## config.mk

```make
export PLATFORM = sky130hd
export DESIGN_NAME = seg_scan_ctrl
export DESIGN_NICKNAME = d
export VERILOG_FILES = /design/src/rtl/seg_pkg.sv /design/src/rtl/seg7_hex_decode.sv /design/src/rtl/seg_scan_ctrl.sv
export SDC_FILE = /design/constraint.sdc
export NUM_CORES = 1
export LEC_CHECK = 0
export BUFFER_PORTS_ARGS = -buffer_cell sky130_fd_sc_hd__buf_4
export CAP_MARGIN = 10
export CORE_MARGIN = 2
export CORE_UTILIZATION = 46
export DETAILED_ROUTE_END_ITERATION = 10
export GPL_TIMING_DRIVEN = 0
export PLACE_DENSITY = 0.77
export SYNTH_ARGS = -nofsm -noshare
export SYNTH_HDL_FRONTEND = slang
export SYNTH_SLANG_ARGS = --single-unit
```

## constraint.sdc

```tcl
create_clock -name clk -period 4.8 [get_ports clk]
set_input_delay 0 -clock clk [delete_from_list [all_inputs] [get_ports clk]]
set_output_delay 0 -clock clk [all_outputs]
set_load 0.05 [all_outputs]
```

## src/rtl/seg_pkg.sv

```systemverilog
// Shared constants and types for the seven-segment scan controller.
// Segment patterns are active-low and packed as {A,B,C,D,E,F,G}.
package seg_pkg;

    localparam logic [6:0] SEG_0     = 7'h01;
    localparam logic [6:0] SEG_1     = 7'h4F;
    localparam logic [6:0] SEG_2     = 7'h12;
    localparam logic [6:0] SEG_3     = 7'h06;
    localparam logic [6:0] SEG_4     = 7'h4C;
    localparam logic [6:0] SEG_5     = 7'h24;
    localparam logic [6:0] SEG_6     = 7'h20;
    localparam logic [6:0] SEG_7     = 7'h0F;
    localparam logic [6:0] SEG_8     = 7'h00;
    localparam logic [6:0] SEG_9     = 7'h04;
    localparam logic [6:0] SEG_A     = 7'h08;
    localparam logic [6:0] SEG_B     = 7'h60;
    localparam logic [6:0] SEG_C     = 7'h31;
    localparam logic [6:0] SEG_D     = 7'h42;
    localparam logic [6:0] SEG_E     = 7'h30;
    localparam logic [6:0] SEG_F     = 7'h38;
    localparam logic [6:0] SEG_BLANK = 7'h7F;

    localparam logic [7:0] AN_OFF    = 8'hFF;

    typedef enum logic [0:0] {
        BLANK = 1'b0,
        SHOW  = 1'b1
    } scan_state_e;

endpackage

```

## src/rtl/seg7_hex_decode.sv

```systemverilog
// Combinational hex nibble to active-low seven-segment pattern.
module seg7_hex_decode
    import seg_pkg::*;
(
    input  logic [3:0] nibble,
    output logic [6:0] seg
);

    always_comb begin
        seg = SEG_BLANK;
        case (nibble)
            4'h0: seg = SEG_0;
            4'h1: seg = SEG_1;
            4'h2: seg = SEG_2;
            4'h3: seg = SEG_3;
            4'h4: seg = SEG_4;
            4'h5: seg = SEG_5;
            4'h6: seg = SEG_6;
            4'h7: seg = SEG_7;
            4'h8: seg = SEG_8;
            4'h9: seg = SEG_9;
            4'hA: seg = SEG_A;
            4'hB: seg = SEG_B;
            4'hC: seg = SEG_C;
            4'hD: seg = SEG_D;
            4'hE: seg = SEG_E;
            4'hF: seg = SEG_F;
            default: seg = SEG_BLANK;
        endcase
    end

endmodule

```

## src/rtl/seg_scan_ctrl.sv

```systemverilog
// 8-digit common-anode scan controller with a frame-synchronous double buffer.
// Outputs are registered from next-state values so output cycle k matches slot count k.
module seg_scan_ctrl
    import seg_pkg::*;
#(
    parameter int unsigned REFRESH_DIV  = 100000,
    parameter int unsigned BLANK_CYCLES = 2000
) (
    input  logic        clk,
    input  logic        rst,
    input  logic        load,
    input  logic [31:0] data_in,
    input  logic [7:0]  dp_in,
    input  logic [7:0]  digit_en,
    output logic [7:0]  an,
    output logic [6:0]  seg,
    output logic        dp,
    output logic        upd_pending,
    output logic        frame_done
);

    localparam int CNT_W = (REFRESH_DIV > 1) ? $clog2(REFRESH_DIV) : 1;
    localparam logic [CNT_W-1:0] CNT_LAST = CNT_W'(REFRESH_DIV - 1);

    logic [CNT_W-1:0] cnt_q;
    logic [CNT_W-1:0] cnt_nxt;
    logic [2:0]       idx_q;
    logic [2:0]       idx_nxt;
    scan_state_e      state_q;
    scan_state_e      state_nxt;

    logic [31:0]      shd_data_q;
    logic [7:0]       shd_dp_q;
    logic [7:0]       shd_en_q;
    logic [31:0]      act_data_q;
    logic [31:0]      act_data_nxt;
    logic [7:0]       act_dp_q;
    logic [7:0]       act_dp_nxt;
    logic [7:0]       act_en_q;
    logic [7:0]       act_en_nxt;
    logic             pend_nxt;

    logic             slot_wrap;
    logic             frame_wrap;
    logic             show_nxt;
    logic [3:0]       nib_nxt;
    logic [6:0]       dec_seg;

    always_comb begin
        slot_wrap  = (cnt_q == CNT_LAST);
        frame_wrap = slot_wrap && (idx_q == 3'd7);
        cnt_nxt    = slot_wrap ? '0 : cnt_q + 1'b1;
        idx_nxt    = slot_wrap ? idx_q + 3'd1 : idx_q;
    end

    // Slot FSM; with BLANK_CYCLES=0 the SHOW state is never left.
    always_comb begin
        state_nxt = state_q;
        case (state_q)
            BLANK:   if (32'(cnt_nxt) >= BLANK_CYCLES) state_nxt = SHOW;
            SHOW:    if (slot_wrap && (BLANK_CYCLES != 0)) state_nxt = BLANK;
            default: state_nxt = BLANK;
        endcase
    end

    // A load landing on the frame edge bypasses the shadow and wins over it.
    always_comb begin
        act_data_nxt = act_data_q;
        act_dp_nxt   = act_dp_q;
        act_en_nxt   = act_en_q;
        pend_nxt     = upd_pending;
        if (frame_wrap) begin
            if (load) begin
                act_data_nxt = data_in;
                act_dp_nxt   = dp_in;
                act_en_nxt   = digit_en;
            end else if (upd_pending) begin
                act_data_nxt = shd_data_q;
                act_dp_nxt   = shd_dp_q;
                act_en_nxt   = shd_en_q;
            end
            pend_nxt = 1'b0;
        end else if (load) begin
            pend_nxt = 1'b1;
        end
    end

    always_comb begin
        nib_nxt  = act_data_nxt[{idx_nxt, 2'b00} +: 4];
        show_nxt = (state_nxt == SHOW) && act_en_nxt[idx_nxt];
    end

    seg7_hex_decode u_dec (
        .nibble (nib_nxt),
        .seg    (dec_seg)
    );

    always_ff @(posedge clk) begin
        if (rst) begin
            cnt_q       <= '0;
            idx_q       <= '0;
            state_q     <= BLANK;
            shd_data_q  <= '0;
            shd_dp_q    <= '0;
            shd_en_q    <= '0;
            act_data_q  <= '0;
            act_dp_q    <= '0;
            act_en_q    <= '0;
            upd_pending <= 1'b0;
            frame_done  <= 1'b0;
            an          <= AN_OFF;
            seg         <= SEG_BLANK;
            dp          <= 1'b1;
        end else begin
            cnt_q       <= cnt_nxt;
            idx_q       <= idx_nxt;
            state_q     <= state_nxt;
            if (load) begin
                shd_data_q <= data_in;
                shd_dp_q   <= dp_in;
                shd_en_q   <= digit_en;
            end
            act_data_q  <= act_data_nxt;
            act_dp_q    <= act_dp_nxt;
            act_en_q    <= act_en_nxt;
            upd_pending <= pend_nxt;
            frame_done  <= frame_wrap;
            an          <= show_nxt ? ~(8'd1 << idx_nxt) : AN_OFF;
            seg         <= show_nxt ? dec_seg : SEG_BLANK;
            dp          <= show_nxt ? ~act_dp_nxt[idx_nxt] : 1'b1;
        end
    end

endmodule

```

==> metrics.md <==
| Metric | Value |
|---|---|
| Initial Util | 46.8% |
| HPWL reported at the end of detailed placement | 11600 µm |
| Hold path start | load |
| Crit path capture type | flip-flop |
| HP Class | input pin to flip-flop |
| Clock sink count | 135 |
| Hold EP | act_dp_q[6] |
| Fin Setup TNS | 0 ns |
| Clock Path Buffers | 2 |
| Io pins | 69 |
| Pin count of the biggest net entering global routing | 17 |
| Library cells used by synthesis | 53 |
| DIE HEIGHT | 120 µm |
| Seq cells post-synth | 135 |
| Pins Over Slew Limit | 0 |
| Yosys warnings | 0 |
| CTS tree | done |
| Core area | 13200 µm² |
| Area after DPL | 6890 µm² |
| Clk root buf | clkbuf_16 |
| DR vias | 5837 |
| Synth Flop Type | dfxtp_1 |
| Cell type with the largest total area after synthesis | dfxtp_1 |
| TritonCTS Buffers | 17 |
| Synthesized Nets | 742 |
| Final cell count without fillers | 1005 |
| Design area | 8000 µm² |
| Die area | 14400 µm² |
| Share of the synthesized area in the top cell type | 43.8% |
| Synth cell count leaders | 139 x nor2_1, 135 x dfxtp_1, 55 x mux2i_1 |
| Final min period | 4.34 ns |
| Number of vias per cell | 5.81 |
| Top cells by area, synth | dfxtp_1 44%, mux2i_1 8.9%, nor2_1 8.5% |
| Top-count cell post-synth | nor2_1 |
| Final period util | 90.5% |
| Die X | 120 µm |
| All-Layer GR Usage | 24.9% |
| Max rail drop VDD | 0.260 mV |
| Crit path DAT | 4.61 ns |
| Max_slew headroom | 36.4% |
| Post-layout util | 60.6% |
| Reg2reg end | seg[3] |
| PwrDens | 340 nW/µm² |
| Crit. Startpoint | cnt_q[0] |
| Drt wl/cell | 17.3 µm |
| Vias in the first global route | 5649 |
| Share of layout cells above drive strength 1 | 15.0% |
| RSZ-0062 raised after global routing | false |
| Overflow after GRT | 0 |
| Final Skew | 0.0103 ns |
| Final Hold Fails | 0 |
| Critical path fanouts, max | 10 |
| Area growth syn-to-layout | 29.6% |
| # setup viols final | 0 |
| Placed cell count | 925 |
| Post-CTS Setup Inserts | 0 |
| Drt drc | 0 |
| Critical path launch point type | flip-flop |
| Post-synth EDFFs | 0 |
| Max Clk Rate | 230 MHz |
| Ant diodes | 0 |
| Sequential share of the synthesized area | 43.8% |
| First-pass GRT wire length | 28100 µm |
| Routed Antenna Nets | 0 |
| Fin nets | 875 |
| Post-synth ARST share | 0% |
| Routed WL | 17300 µm |
| Data required, critical path | 5.06 ns |
| WHS | 0.233 ns |
| Cell count after synthesis | 683 |
| DR iter-0 viols | 535 |
| Avg Cell Area, Syn | 9.04 µm² |
| Num rows | 42 |
| CP Class | flip-flop to flip-flop |
| Worst reg-to-reg path cell count | 15 |
| Routability cong. | 0.878 |
| Synth Cell Area | 6170 µm² |
| DR pass1 iterations | 5 |
| Flop2flop setup slack | 0.46 ns |
| H-tree levels | 4 |
| Port Buffers | 66 |
| Clock Latency Late Sink | 0.42 ns |
| CTS clock-pin slew for the worst setup and hold paths | 0.06 ns |
| Initial antenna violation count | 0 |
| Worst r2r src | cnt_q[0] |
| Worst-margin pin slew | 0.955 ns |
| Leakage | 0.00317 µW |
| Max Cap Viol | 0 |
| Worst Hold Depth | 3 |
| Status | finished, final reports clean |
layout make-up:
cell class / count / area (µm²)
plain buffers: 47 / 226
clock buffers: 25 / 505
clock inverters: 7 / 115
fillers: 1114 / 5190
inverters: 12 / 45.0
multi-input cells: 489 / 3210
flip-flops and latches: 135 / 2700
well taps: 176 / 220
repair buffers: 114 / 976
where the power goes:
part | total (µW) | internal [µW] | switching, µW
Clock | 1360 | 885 | 478
Combinational | 189 | 92.0 | 97.5
Sequential | 1160 | 1150 | 15.9
kinds of logic after synthesis:
| family | share of synthesized area [%] |
|---|---|
| adders and majority gates | 1.62 |
| xor gates and xnor gates | 2.55 |
| muxes | 10.3 |
| buffers and inverters | 4.40 |
| DFF | 43.8 |
| AOI/OAI and AO/OA | 19.0 |
| and+or+nand+nor | 18.4 |
placed cells by master (no fill, tap or decap), types with 22 or more instances in the layout:
cell type	n
clkbuf_1	32
o22ai_1	25
nand2_1	40
buf_4	69
dlygate4sd3_1	48
dfxtp_1	135
mux2i_1	55
a221oi_1	22
a32o_1	22
nor2_1	139
registers in the layout, indices dropped and copies added, names as in the netlist:
register and count:
cnt_q 17, act_en_q 8, idx_q 3, seg 7, shd_data_q 32, an 8, shd_en_q 8, upd_pending 1
dp 1, shd_dp_q 8, state_q 1, act_dp_q 8, frame_done 1, act_data_q 32
repair_timing:
item / in CTS / in global routing
setup endpoints to repair: 0 / 6
hold buffers: 48 / 0
gates resized for setup: 0 / 2
hold endpoints to repair: 93 / 0
worst max-delay path, stage by stage (launching register included):
cell and delay, ns:
dfxtp_1 0.37, ha_1 0.24, and4_1 0.28, nand3_1 0.23
or2_1 0.32, mux2i_1 0.41, clkbuf_1 0.49, nand2_1 0.20
o22ai_1 0.21, nor2_1 0.06, o21ai_1 0.48, inv_1 0.14
ha_1 0.27, mux2_2 0.28, o22ai_1 0.13, nand2_1 0.08
worst max-delay path by stage:
stage                   to  slack [ns]  cells past startpoint
floorplan           seg[3]        1.29                     14
global placement    seg[3]        0.25                     15
detailed placement  seg[3]        0.24                     15
CTS                 seg[3]        0.18                     15
global route        seg[3]        0.17                     15
finish              seg[3]        0.46                     15
stage by stage:
step	setup WS, ns	power (µW)
6_report	0.457	2720
5_1_grt	0.166	2800
4_1_cts	0.176	2720
3_5_place_dp	0.241	1340
3_3_place_gp	0.254	1340
2_1_floorplan	1.29	1270
per-layer routing:
layer	global-route usage (%)	wire [µm]	vias to the layer above
met1	31.8	7440	2755
met2	40.6	8210	260
li1	-	-	2779
met5	0	0	-
met3	5.85	1260	43
met4	10.2	430	0
No activity file was read; power rests on OpenSTA's default activity.
